<file path="src/rtl/axi4_id_throttle.sv">
// ---------------------------------------------------------------------------
// axi4_id_throttle
//
// Per-ID outstanding-transaction limiter and quiesce controller that sits
// between an AXI4 master and the ID fabric. Every payload passes straight
// through with zero latency. Only AW and AR valid/ready are gated.
//
// Two counters track each ID:
//   - wcnt counts open writes: AW accepted, B not yet returned.
//   - rcnt counts open reads: AR accepted, last R not yet returned.
//
// A new AW/AR is held off in either of these cases:
//   - its ID already has MAX_OUTSTANDING transactions open.
//   - drain_req is high.
//
// Ports:
//   clock, reset            sole clock; synchronous active-high reset
//   auto_in_aw_* / auto_out_aw_*   write-address channel, gated per ID
//   auto_in_ar_* / auto_out_ar_*   read-address channel, gated per ID
//   auto_in_w_*  / auto_out_w_*    write data, pure passthrough
//   auto_out_b_* / auto_in_b_*     write response, passthrough + monitored
//   auto_out_r_* / auto_in_r_*     read data, passthrough + monitored
//   drain_req               stop admitting new AW/AR while high
//   idle                    every counter is zero
//   underflow               sticky: response seen for an ID with no open txn
// ---------------------------------------------------------------------------
module axi4_id_throttle #(
  parameter  int ID_BITS         = 4,
  parameter  int MAX_OUTSTANDING = 4,
  localparam int CNT_W           = $clog2(MAX_OUTSTANDING + 1)
) (
  input  logic               clock,
  input  logic               reset,

  input  logic               auto_in_aw_valid,
  output logic               auto_in_aw_ready,
  input  logic [ID_BITS-1:0] auto_in_aw_bits_id,
  input  logic [31:0]        auto_in_aw_bits_addr,
  input  logic [7:0]         auto_in_aw_bits_len,
  input  logic [2:0]         auto_in_aw_bits_size,
  input  logic [1:0]         auto_in_aw_bits_burst,
  input  logic               auto_in_aw_bits_lock,
  input  logic [3:0]         auto_in_aw_bits_cache,
  input  logic [2:0]         auto_in_aw_bits_prot,
  input  logic [3:0]         auto_in_aw_bits_qos,
  input  logic [3:0]         auto_in_aw_bits_echo_tl_state_size,
  input  logic [3:0]         auto_in_aw_bits_echo_tl_state_source,
  output logic               auto_out_aw_valid,
  input  logic               auto_out_aw_ready,
  output logic [ID_BITS-1:0] auto_out_aw_bits_id,
  output logic [31:0]        auto_out_aw_bits_addr,
  output logic [7:0]         auto_out_aw_bits_len,
  output logic [2:0]         auto_out_aw_bits_size,
  output logic [1:0]         auto_out_aw_bits_burst,
  output logic               auto_out_aw_bits_lock,
  output logic [3:0]         auto_out_aw_bits_cache,
  output logic [2:0]         auto_out_aw_bits_prot,
  output logic [3:0]         auto_out_aw_bits_qos,
  output logic [3:0]         auto_out_aw_bits_echo_tl_state_size,
  output logic [3:0]         auto_out_aw_bits_echo_tl_state_source,

  input  logic               auto_in_ar_valid,
  output logic               auto_in_ar_ready,
  input  logic [ID_BITS-1:0] auto_in_ar_bits_id,
  input  logic [31:0]        auto_in_ar_bits_addr,
  input  logic [7:0]         auto_in_ar_bits_len,
  input  logic [2:0]         auto_in_ar_bits_size,
  input  logic [1:0]         auto_in_ar_bits_burst,
  input  logic               auto_in_ar_bits_lock,
  input  logic [3:0]         auto_in_ar_bits_cache,
  input  logic [2:0]         auto_in_ar_bits_prot,
  input  logic [3:0]         auto_in_ar_bits_qos,
  input  logic [3:0]         auto_in_ar_bits_echo_tl_state_size,
  input  logic [3:0]         auto_in_ar_bits_echo_tl_state_source,
  output logic               auto_out_ar_valid,
  input  logic               auto_out_ar_ready,
  output logic [ID_BITS-1:0] auto_out_ar_bits_id,
  output logic [31:0]        auto_out_ar_bits_addr,
  output logic [7:0]         auto_out_ar_bits_len,
  output logic [2:0]         auto_out_ar_bits_size,
  output logic [1:0]         auto_out_ar_bits_burst,
  output logic               auto_out_ar_bits_lock,
  output logic [3:0]         auto_out_ar_bits_cache,
  output logic [2:0]         auto_out_ar_bits_prot,
  output logic [3:0]         auto_out_ar_bits_qos,
  output logic [3:0]         auto_out_ar_bits_echo_tl_state_size,
  output logic [3:0]         auto_out_ar_bits_echo_tl_state_source,

  input  logic               auto_in_w_valid,
  output logic               auto_in_w_ready,
  input  logic [63:0]        auto_in_w_bits_data,
  input  logic [7:0]         auto_in_w_bits_strb,
  input  logic               auto_in_w_bits_last,
  output logic               auto_out_w_valid,
  input  logic               auto_out_w_ready,
  output logic [63:0]        auto_out_w_bits_data,
  output logic [7:0]         auto_out_w_bits_strb,
  output logic               auto_out_w_bits_last,

  input  logic               auto_out_b_valid,
  output logic               auto_out_b_ready,
  input  logic [ID_BITS-1:0] auto_out_b_bits_id,
  input  logic [1:0]         auto_out_b_bits_resp,
  input  logic [3:0]         auto_out_b_bits_echo_tl_state_size,
  input  logic [3:0]         auto_out_b_bits_echo_tl_state_source,
  output logic               auto_in_b_valid,
  input  logic               auto_in_b_ready,
  output logic [ID_BITS-1:0] auto_in_b_bits_id,
  output logic [1:0]         auto_in_b_bits_resp,
  output logic [3:0]         auto_in_b_bits_echo_tl_state_size,
  output logic [3:0]         auto_in_b_bits_echo_tl_state_source,

  input  logic               auto_out_r_valid,
  output logic               auto_out_r_ready,
  input  logic [ID_BITS-1:0] auto_out_r_bits_id,
  input  logic [63:0]        auto_out_r_bits_data,
  input  logic [1:0]         auto_out_r_bits_resp,
  input  logic [3:0]         auto_out_r_bits_echo_tl_state_size,
  input  logic [3:0]         auto_out_r_bits_echo_tl_state_source,
  input  logic               auto_out_r_bits_last,
  output logic               auto_in_r_valid,
  input  logic               auto_in_r_ready,
  output logic [ID_BITS-1:0] auto_in_r_bits_id,
  output logic [63:0]        auto_in_r_bits_data,
  output logic [1:0]         auto_in_r_bits_resp,
  output logic [3:0]         auto_in_r_bits_echo_tl_state_size,
  output logic [3:0]         auto_in_r_bits_echo_tl_state_source,
  output logic               auto_in_r_bits_last,

  input  logic               drain_req,
  output logic               idle,
  output logic               underflow
);

  localparam int               NUM_IDS = 1 << ID_BITS;
  localparam logic [CNT_W-1:0] CNT_MAX = CNT_W'(MAX_OUTSTANDING);

  logic [CNT_W-1:0]   wcnt [NUM_IDS];
  logic [CNT_W-1:0]   rcnt [NUM_IDS];
  logic               aw_block, ar_block;
  logic               aw_fire, ar_fire, b_fire, r_last_fire;
  logic [NUM_IDS-1:0] w_inc, w_dec, r_inc, r_dec;
  logic               under_hit;

  // Admission gating. The decision uses only registered counts, drain_req
  // and the request's own ID. A downstream ready therefore never feeds back
  // into its own valid. A response retiring this cycle only unblocks the
  // next cycle.
  assign aw_block = drain_req | (wcnt[auto_in_aw_bits_id] == CNT_MAX);
  assign ar_block = drain_req | (rcnt[auto_in_ar_bits_id] == CNT_MAX);

  assign auto_out_aw_valid = auto_in_aw_valid  & ~aw_block;
  assign auto_in_aw_ready  = auto_out_aw_ready & ~aw_block;
  assign auto_out_ar_valid = auto_in_ar_valid  & ~ar_block;
  assign auto_in_ar_ready  = auto_out_ar_ready & ~ar_block;

  assign aw_fire     = auto_out_aw_valid & auto_out_aw_ready;
  assign ar_fire     = auto_out_ar_valid & auto_out_ar_ready;
  assign b_fire      = auto_out_b_valid & auto_in_b_ready;
  assign r_last_fire = auto_out_r_valid & auto_in_r_ready & auto_out_r_bits_last;

  // Address payloads are straight copies; only valid/ready are touched above.
  assign auto_out_aw_bits_id                   = auto_in_aw_bits_id;
  assign auto_out_aw_bits_addr                 = auto_in_aw_bits_addr;
  assign auto_out_aw_bits_len                  = auto_in_aw_bits_len;
  assign auto_out_aw_bits_size                 = auto_in_aw_bits_size;
  assign auto_out_aw_bits_burst                = auto_in_aw_bits_burst;
  assign auto_out_aw_bits_lock                 = auto_in_aw_bits_lock;
  assign auto_out_aw_bits_cache                = auto_in_aw_bits_cache;
  assign auto_out_aw_bits_prot                 = auto_in_aw_bits_prot;
  assign auto_out_aw_bits_qos                  = auto_in_aw_bits_qos;
  assign auto_out_aw_bits_echo_tl_state_size   = auto_in_aw_bits_echo_tl_state_size;
  assign auto_out_aw_bits_echo_tl_state_source = auto_in_aw_bits_echo_tl_state_source;

  assign auto_out_ar_bits_id                   = auto_in_ar_bits_id;
  assign auto_out_ar_bits_addr                 = auto_in_ar_bits_addr;
  assign auto_out_ar_bits_len                  = auto_in_ar_bits_len;
  assign auto_out_ar_bits_size                 = auto_in_ar_bits_size;
  assign auto_out_ar_bits_burst                = auto_in_ar_bits_burst;
  assign auto_out_ar_bits_lock                 = auto_in_ar_bits_lock;
  assign auto_out_ar_bits_cache                = auto_in_ar_bits_cache;
  assign auto_out_ar_bits_prot                 = auto_in_ar_bits_prot;
  assign auto_out_ar_bits_qos                  = auto_in_ar_bits_qos;
  assign auto_out_ar_bits_echo_tl_state_size   = auto_in_ar_bits_echo_tl_state_size;
  assign auto_out_ar_bits_echo_tl_state_source = auto_in_ar_bits_echo_tl_state_source;

  // W is never gated. AXI allows write data ahead of its address, and the
  // slave owns that ordering, so holding W here could deadlock the fabric.
  assign auto_out_w_valid     = auto_in_w_valid;
  assign auto_in_w_ready      = auto_out_w_ready;
  assign auto_out_w_bits_data = auto_in_w_bits_data;
  assign auto_out_w_bits_strb = auto_in_w_bits_strb;
  assign auto_out_w_bits_last = auto_in_w_bits_last;

  assign auto_in_b_valid                     = auto_out_b_valid;
  assign auto_out_b_ready                    = auto_in_b_ready;
  assign auto_in_b_bits_id                   = auto_out_b_bits_id;
  assign auto_in_b_bits_resp                 = auto_out_b_bits_resp;
  assign auto_in_b_bits_echo_tl_state_size   = auto_out_b_bits_echo_tl_state_size;
  assign auto_in_b_bits_echo_tl_state_source = auto_out_b_bits_echo_tl_state_source;

  assign auto_in_r_valid                     = auto_out_r_valid;
  assign auto_out_r_ready                    = auto_in_r_ready;
  assign auto_in_r_bits_id                   = auto_out_r_bits_id;
  assign auto_in_r_bits_data                 = auto_out_r_bits_data;
  assign auto_in_r_bits_resp                 = auto_out_r_bits_resp;
  assign auto_in_r_bits_echo_tl_state_size   = auto_out_r_bits_echo_tl_state_size;
  assign auto_in_r_bits_echo_tl_state_source = auto_out_r_bits_echo_tl_state_source;
  assign auto_in_r_bits_last                 = auto_out_r_bits_last;

  // Per-ID increment/decrement strobes. An underflow is a decrement on a
  // zero counter with no increment on the same ID in the same cycle. When
  // an increment and a decrement land on one ID together, they cancel out.
  always_comb begin
    w_inc     = '0;
    w_dec     = '0;
    r_inc     = '0;
    r_dec     = '0;
    under_hit = 1'b0;
    for (int i = 0; i < NUM_IDS; i++) begin
      w_inc[i] = aw_fire     & (auto_in_aw_bits_id  == ID_BITS'(i));
      w_dec[i] = b_fire      & (auto_out_b_bits_id  == ID_BITS'(i));
      r_inc[i] = ar_fire     & (auto_in_ar_bits_id  == ID_BITS'(i));
      r_dec[i] = r_last_fire & (auto_out_r_bits_id  == ID_BITS'(i));
      if (w_dec[i] && !w_inc[i] && (wcnt[i] == '0)) under_hit = 1'b1;
      if (r_dec[i] && !r_inc[i] && (rcnt[i] == '0)) under_hit = 1'b1;
    end
  end

  // Counter state.
  //   - Increments saturate at the limit instead of wrapping.
  //   - Decrements stop at zero; the underflow flag records the bad response.
  //   - Reset clears everything, even with transactions still open downstream.
  always_ff @(posedge clock) begin
    if (reset) begin
      for (int i = 0; i < NUM_IDS; i++) begin
        wcnt[i] <= '0;
        rcnt[i] <= '0;
      end
      underflow <= 1'b0;
    end else begin
      for (int i = 0; i < NUM_IDS; i++) begin
        if (w_inc[i] && !w_dec[i] && (wcnt[i] != CNT_MAX))
          wcnt[i] <= wcnt[i] + 1'b1;
        else if (w_dec[i] && !w_inc[i] && (wcnt[i] != '0))
          wcnt[i] <= wcnt[i] - 1'b1;
        if (r_inc[i] && !r_dec[i] && (rcnt[i] != CNT_MAX))
          rcnt[i] <= rcnt[i] + 1'b1;
        else if (r_dec[i] && !r_inc[i] && (rcnt[i] != '0))
          rcnt[i] <= rcnt[i] - 1'b1;
      end
      if (under_hit) underflow <= 1'b1;
    end
  end

  // idle comes from registered counts only. It therefore trails the last
  // retiring response by exactly one cycle.
  always_comb begin
    idle = 1'b1;
    for (int i = 0; i < NUM_IDS; i++) begin
      if ((wcnt[i] != '0) || (rcnt[i] != '0)) idle = 1'b0;
    end
  end

endmodule

</file>
<file path="config.mk">
export PLATFORM = sky130hd
export DESIGN_NAME = axi4_id_throttle
export DESIGN_NICKNAME = d
export VERILOG_FILES = /design/src/rtl/axi4_id_throttle.sv
export SDC_FILE = /design/constraint.sdc
export NUM_CORES = 1
export LEC_CHECK = 0
export ABC_CLOCK_PERIOD_IN_PS = 3800
export CORE_AREA = 2 2 245 247
export CTS_CLUSTER_DIAMETER = 40
export CTS_CLUSTER_SIZE = 16
export DETAILED_ROUTE_END_ITERATION = 8
export DIE_AREA = 0 0 247 249
export GPL_ROUTABILITY_DRIVEN = 0
export GPL_TIMING_DRIVEN = 0
export PLACE_DENSITY = 0.52
export SYNTH_ARGS = -nofsm -noshare
export SYNTH_HDL_FRONTEND = slang
export SYNTH_SLANG_ARGS = --single-unit
</file>
<file path="constraint.sdc">
create_clock -name clock -period 3.8 [get_ports clock]
set_clock_uncertainty 0.15 [all_clocks]
set_input_delay 0.38 -clock clock [delete_from_list [all_inputs] [get_ports clock]]
set_output_delay 0.38 -clock clock [all_outputs]
set_load 0.02 [all_outputs]
</file>
==> summary.md, run 1 <==
| Metric | Value |
|---|---|
| Fin Setup TNS | 0 ns |
| Post-synthesis sequential area ratio | 0.273 |
| Initial antenna violation count | 0 |
| Mapped Nets | 1588 |
| Total power | 0.00366 W |
| Post-Layout Inst Area | 15500 sq um |
| Slew @ Worst Pin | 0.986 ns |
| IO Pins | 633 |
| Dpl hpwl | 34500 um |
| Worst Path Arrival | 3.83 ns |
| Cell Rows | 89 |
| Post-layout min period | 3.77 ns |
| Nets | 1941 |
| CTS max path bufs | 2 |
| Multi-input logic area | 5090 sq um |
| Global-route wire length before repair | 59900 um |
| Final setup fails | 0 |
| Cell Area, Placed | 15000 sq um |
| Largest net degree at the start of global routing | 17 |
| DIE AREA | 61500 sq um |
| Mapped Area | 10600 sq um |
| Crit Path Category | primary input to flop |
| Initial Util | 0.181 |
| Gr usage total | 0.126 |
| Routed vias/inst | 4.35 |
| Clock Latency Late Sink | 0.37 ns |
| Detail Route Antenna Nets | 0 |
| Hold slack final | 0.454 ns |
| Most frequent cells in the layout | 332 x clkdlybuf4s50_1, 320 x buf_4, 124 x nor2_1 |
| Worst Setup Start Kind | primary input |
| Total gr overflow | 0 |
| Cts bufs inserted | 9 |
| Clock sinks | 97 |
| Total of max-cap violations | 0 |
| Routed WL per cell | 17.4 um |
| Critical path fanouts, max | 8 |
| Worst Hold Class | flop to flop |
| Netlist cell types | 69 |
| Area leader, netlist | edfxtp_1 |
| CP Capture Type | flop |
| Ys async rst share | 0 |
| Layout area overhead | 46.2% |
| WL final | 41100 um |
| ANT cells | 0 |
| Via count | 10300 |
| 1st-iter DRT viols | 932 |
| Slew Limit Fails | 0 |
| Relative slew slack | 0.336 |
| Fmax | 265 MHz |
| IO buf count | 337 |
| Core Footprint | 58700 sq um |
| Fillcell total | 6237 |
| Die Height | 249 um |
| Req. time, crit path | 3.86 ns |
| Clock root buffer | clkbuf_16 |
| Clock slew at reported path FFs | 0.07 ns |
| Leak | 5.94 nW |
| Status | finished clean |
| Drt pass-1 iters | 5 |
| CTS tree | yes |
| Synth top area share | 0.272 |
| Hold buffers post-CTS | 0 |
| Final Util | 0.264 |
| Chip width | 247 um |
| Post-Syn Area per Cell | 8.60 sq um |
| Top cells by area, synth | edfxtp_1 27%, buf_4 22%, fa_1 5.7% |
| Syn. warnings | 0 |
| Synth Register Bits | 97 |
| P per Cell Area | 236 nW/um^2 |
| Storage cell area | 2900 sq um |
| Share of layout cells above drive strength 1 | 0.254 |
| Most common cell after layout, fill and taps aside | clkdlybuf4s50_1 |
| Via count of the first global-routing pass | 10100 |
| Period utilization | 0.992 |
| Synth Flop Type | edfxtp_1 |
| Post-synth EDFFs | 96 |
| Max VDD drop | 0.191 mV |
| Htree depth | 3 |
| DRC | 0 |
| Final hold viol count | 0 |
| Mapped Cells | 1235 |
-- final timing paths --
check	startpoint	to	slack (ns)	cells after the start
worst min register to register	wcnt[11][0]	wcnt[11][0]	0.45	1
worst max register to register	rcnt[6][1]	rcnt[8][2]	0.08	10
worst max-delay path	auto_out_r_bits_id[1]	rcnt[8][2]	0.03	8
worst min-delay path	wcnt[11][0]	wcnt[11][0]	0.45	1
-- logic make-up after synthesis --
| family | count (synthesis) | share of synthesized area |
|---|---|---|
| flops | 97 | 0.273 |
| mux | 23 | 0.0290 |
| fa+ha+maj | 36 | 0.0636 |
| xor+xnor | 43 | 0.0355 |
| simple gates | 433 | 0.211 |
| compound gates | 169 | 0.121 |
| buf+inv | 434 | 0.267 |
-- through the flow --
stage | setup WS, ns | cells
after floorplan | 0.00199 | 1235
after global placement | -1.26 | 2345
after detailed placement | -1.29 | 2345
after CTS | -0.166 | 2362
after global routing | -0.00451 | 2366
final | 0.0303 | 2366
-- per-layer routing --
metal | routed length, um | up-vias | track usage
met5 | 0 | - | 0
met4 | 877 | 0 | 0.0330
met3 | 4250 | 52 | 0.0352
met2 | 20400 | 600 | 0.219
met1 | 15600 | 4942 | 0.151
li1 | - | 4709 | -
-- sequential cells by signal (all words and copies together) (netlist names) --
signal     flops
wcnt          48
rcnt          48
underflow      1
-- critical path, cell delays in order --
cell	delay, ns
clkdlybuf4s50_1	0.57
nand4b_1	0.58
nor2_4	0.37
nand2_1	0.27
or4_4	0.58
fa_2	0.36
or4b_4	0.53
a41oi_2	0.17
-- cell type report --
| class | instances | area share |
|---|---|---|
| clock buffer | 10 | 0.0148 |
| inverter | 79 | 0.0191 |
| timing repair buffer | 344 | 0.221 |
| sequential | 97 | 0.187 |
| tap | 773 | 0.0623 |
| buffer | 353 | 0.164 |
| clock inverter | 6 | 0.00427 |
| multi-input combinational | 704 | 0.328 |
-- Yosys cell counts (11+ instances only) --
cell type  count
a211oi_1      11
o21ai_0       13
nand2b_1      50
mux2i_1       15
inv_1         79
clkbuf_1      33
edfxtp_1      96
fa_1          30
and2_1        13
nor3_1        43
or3_1         27
nor2_1       127
a21oi_1       16
xnor2_1       32
xor2_1        11
nand2_1       53
nand3_1       42
buf_4        312
a31oi_1       27
-- power by group --
part	switching, W	internal (W)
Sequential	0.0000689	0.00124
Clock	0.000434	0.000514
Combinational	0.000702	0.000693
-- what timing repair did --
| action | in CTS | in global routing |
|---|---|---|
| gates cloned | 0 | 0 |
| endpoints found under the setup margin | 96 | 30 |
| pin swaps | 1 | 8 |
| resized for setup | 29 | 33 |
| setup buffers | 1 | 6 |
Note: power is estimated with default switching activity, not from simulation.
==> inputs of run 2 (changes only) <==
--- a/config.mk
+++ b/config.mk
@@ -12,8 +12,8 @@
 export DETAILED_ROUTE_END_ITERATION = 8
 export DIE_AREA = 0 0 247 249
 export GPL_ROUTABILITY_DRIVEN = 0
-export GPL_TIMING_DRIVEN = 0
 export PLACE_DENSITY = 0.52
+export SETUP_SLACK_MARGIN = 0.5
 export SYNTH_ARGS = -nofsm -noshare
 export SYNTH_HDL_FRONTEND = slang
 export SYNTH_SLANG_ARGS = --single-unit
==> run 2 against run 1 <==
Register-to-register slack better by 0.31 ns; critical path type is now flop to flop; clock-buffer cell count unchanged; global-route usage down 1.5 points.
==> summary.md, run 2 (synthesis gave the netlist of run 1 again) <==
| Metric | Value |
|---|---|
| Status | finished clean |
| Layout area overhead | 11.3% |
| Worst Path Arrival | 3.35 ns |
| DIE AREA | 61500 sq um |
| Global-route wire length before repair | 52100 um |
| Period utilization | 0.897 |
| Slowest-stage cell, CP | edfxtp_1 |
| Total gr overflow | 0 |
| Fillcell total | 6379 |
| Final hold viol count | 0 |
| Req. time, crit path | 3.74 ns |
| Dpl hpwl | 27400 um |
| Slew @ Worst Pin | 0.742 ns |
| Inst Count DP | 1821 |
| Layout Cells excl Fill | 1875 |
| IO buf count | 54 |
| GR Util met1 | 0.134 |
| WL final | 35600 um |
| GR Layer Usage met2 | 0.171 |
| Chip width | 247 um |
| Critical path fanouts, max | 5 |
| CTS tree | yes |
| DRC | 0 |
| Core Footprint | 58700 sq um |
| Worst Hold Class | flop to flop |
| Fmax | 293 MHz |
| Crit Path Category | flop to flop |
| Largest net degree at the start of global routing | 55 |
| Drt pass-1 iters | 5 |
| Via count of the first global-routing pass | 8480 |
| Most frequent cells in the layout | 129 x buf_4, 127 x nor2_1, 96 x edfxtp_1 |
| Clock slew at reported path FFs | 0.07 ns |
| Gr busiest metal | met2 |
| Slew Limit Fails | 0 |
| Total of max-cap violations | 0 |
| CTS max path bufs | 2 |
| Storage cell area | 2900 sq um |
| Worst Setup Start Kind | flop |
| Detail Route Antenna Nets | 0 |
| Most common cell after layout, fill and taps aside | buf_4 |
| Routed WL per cell | 19.0 um |
| Fin Setup TNS | 0 ns |
| Hold path start | wcnt[12][0] |
| Final setup fails | 0 |
| Initial Util | 0.181 |
| Cell Rows | 89 |
| CP Capture Type | flop |
| Leak | 4.16 nW |
| 1st-iter DRT viols | 806 |
| Relative slew slack | 0.501 |
| Cts bufs inserted | 9 |
| Post-Layout Inst Area | 11800 sq um |
| Multi-input logic area | 5500 sq um |
| Die Height | 249 um |
| Cell Area, Placed | 10600 sq um |
| Largest regs | rcnt (48), wcnt (48), underflow (1) |
| GRT met3 Usage | 0.0444 |
| FF-to-FF End | rcnt[8][2] |
| Initial antenna violation count | 0 |
| P per Cell Area | 247 nW/um^2 |
| ANT cells | 0 |
| Htree depth | 3 |
| R2R Path Start | rcnt[7][1] |
| Gr usage total | 0.111 |
| Clock Latency Late Sink | 0.38 ns |
| Cell Chain, Critical Path | mux2i_1 > mux4_2 > o2111ai_4 > a211oi_4 > a21oi_2 > and4b_1 > or4_4 > fa_2 > buf_6 > o21a_1 > or4b_4 > a41oi_2 |
| Hold path depth | 1 |
| Share of layout cells above drive strength 1 | 0.261 |
| Max VDD drop | 0.208 mV |
| Clock sinks | 97 |
| PnR worst setup slack | 0.390 ns |
| R2R cell count | 12 |
| RSZ-0062 raised after global routing | true |
| Nets | 1451 |
| Hold Crit Endpoint | wcnt[12][0] |
| Pre-CTS WS | -0.358 ns |
| Hold slack final | 0.446 ns |
| Worst reg-to-reg setup slack | 0.39 ns |
| IO Pins | 633 |
| Post-layout min period | 3.41 ns |
| Crit path largest cell delay | 0.49 ns |
| Clock root buffer | clkbuf_16 |
| Via count | 8582 |
| Routed vias/inst | 4.58 |
## run 2: changes by cell type in the layout (fill, tap and decap cells not counted), sizes merged
cell and delta:
buf -173, bufbuf +2, bufinv -1, clkbuf -31, clkdlybuf4s15 +2, clkdlybuf4s50 -293
clkinv +3, clkinvlp -1, dlygate4sd2 +4, dlymetal6s2s -1, inv -2
## run 2: routing by layer
metal  share of wire  vias up
met5               0        -
met4           0.051        0
met3            0.11      153
met2            0.45      507
met1            0.39     4194
li1                -     3728
## run 2: cell type report
class                      instances  area share
multi-input combinational        704       0.465
sequential                        97       0.246
timing repair buffer             207       0.161
tap                              773      0.0818
inverter                          79      0.0251
clock buffer                      10      0.0194
clock inverter                     5     0.00201
## run 2: repair_timing
item / 4_1_cts / 5_1_grt
cloned: 4 / 0
pin swaps: 25 / 30
gates resized for setup: 87 / 75
buffers inserted: 18 / 17
setup endpoints to repair: 117 / 66
hold buffers: 0 / 0
## run 2: worst max-delay path by stage
stage	from	endpoint	cells after the start	slack (ns)
5_1_grt	rcnt[4][1]	rcnt[8][2]	10	0.29
2_1_floorplan	auto_in_ar_bits_id[1]	rcnt[8][2]	12	0.11
3_3_place_gp	auto_in_ar_bits_id[1]	rcnt[8][2]	12	-0.31
4_1_cts	rcnt[7][1]	rcnt[8][2]	12	0.43
6_report	rcnt[7][1]	rcnt[8][2]	12	0.39
3_5_place_dp	auto_in_ar_bits_id[1]	rcnt[8][2]	14	-0.36
## run 2: where the power goes
group / switching [W] / internal (W) / total, W
Sequential: 0.0000676 / 0.00124 / 0.00131
Clock: 0.000420 / 0.000432 / 0.000852
Combinational: 0.000414 / 0.000341 / 0.000755
Total: 0.000902 / 0.00202 / 0.00292
## run 2: critical path, delay by kind of cell (launching register included)
| kind | cells | cell delay (ns) |
|---|---|---|
| flip-flops | 1 | 0.49 |
| multiplexers | 2 | 0.49 |
| AND/OR/NAND/NOR | 3 | 0.81 |
| adder cells (fa/ha/maj) | 1 | 0.36 |
| buffers and inverters | 1 | 0.12 |
| AO/OA/AOI/OAI | 5 | 0.70 |
## run 2: per-stage QoR
stage | power, W | util
after CTS | 0.00290 | 0.194
final | 0.00292 | 0.201
after detailed placement | 0.00198 | 0.181
after global routing | 0.00305 | 0.201
after floorplan | 0.00215 | -
after global placement | 0.00197 | 0.181
==> inputs of run 3 (changes only) <==
--- a/config.mk
+++ b/config.mk
@@ -12,6 +12,7 @@
 export DETAILED_ROUTE_END_ITERATION = 8
 export DIE_AREA = 0 0 247 249
 export GPL_ROUTABILITY_DRIVEN = 0
+export HOLD_SLACK_MARGIN = 0.08
 export PLACE_DENSITY = 0.52
 export SETUP_SLACK_MARGIN = 0.5
 export SYNTH_ARGS = -nofsm -noshare
==> results of run 3 <==
No change in the layout: final DEF, timing and power equal those of run 2.
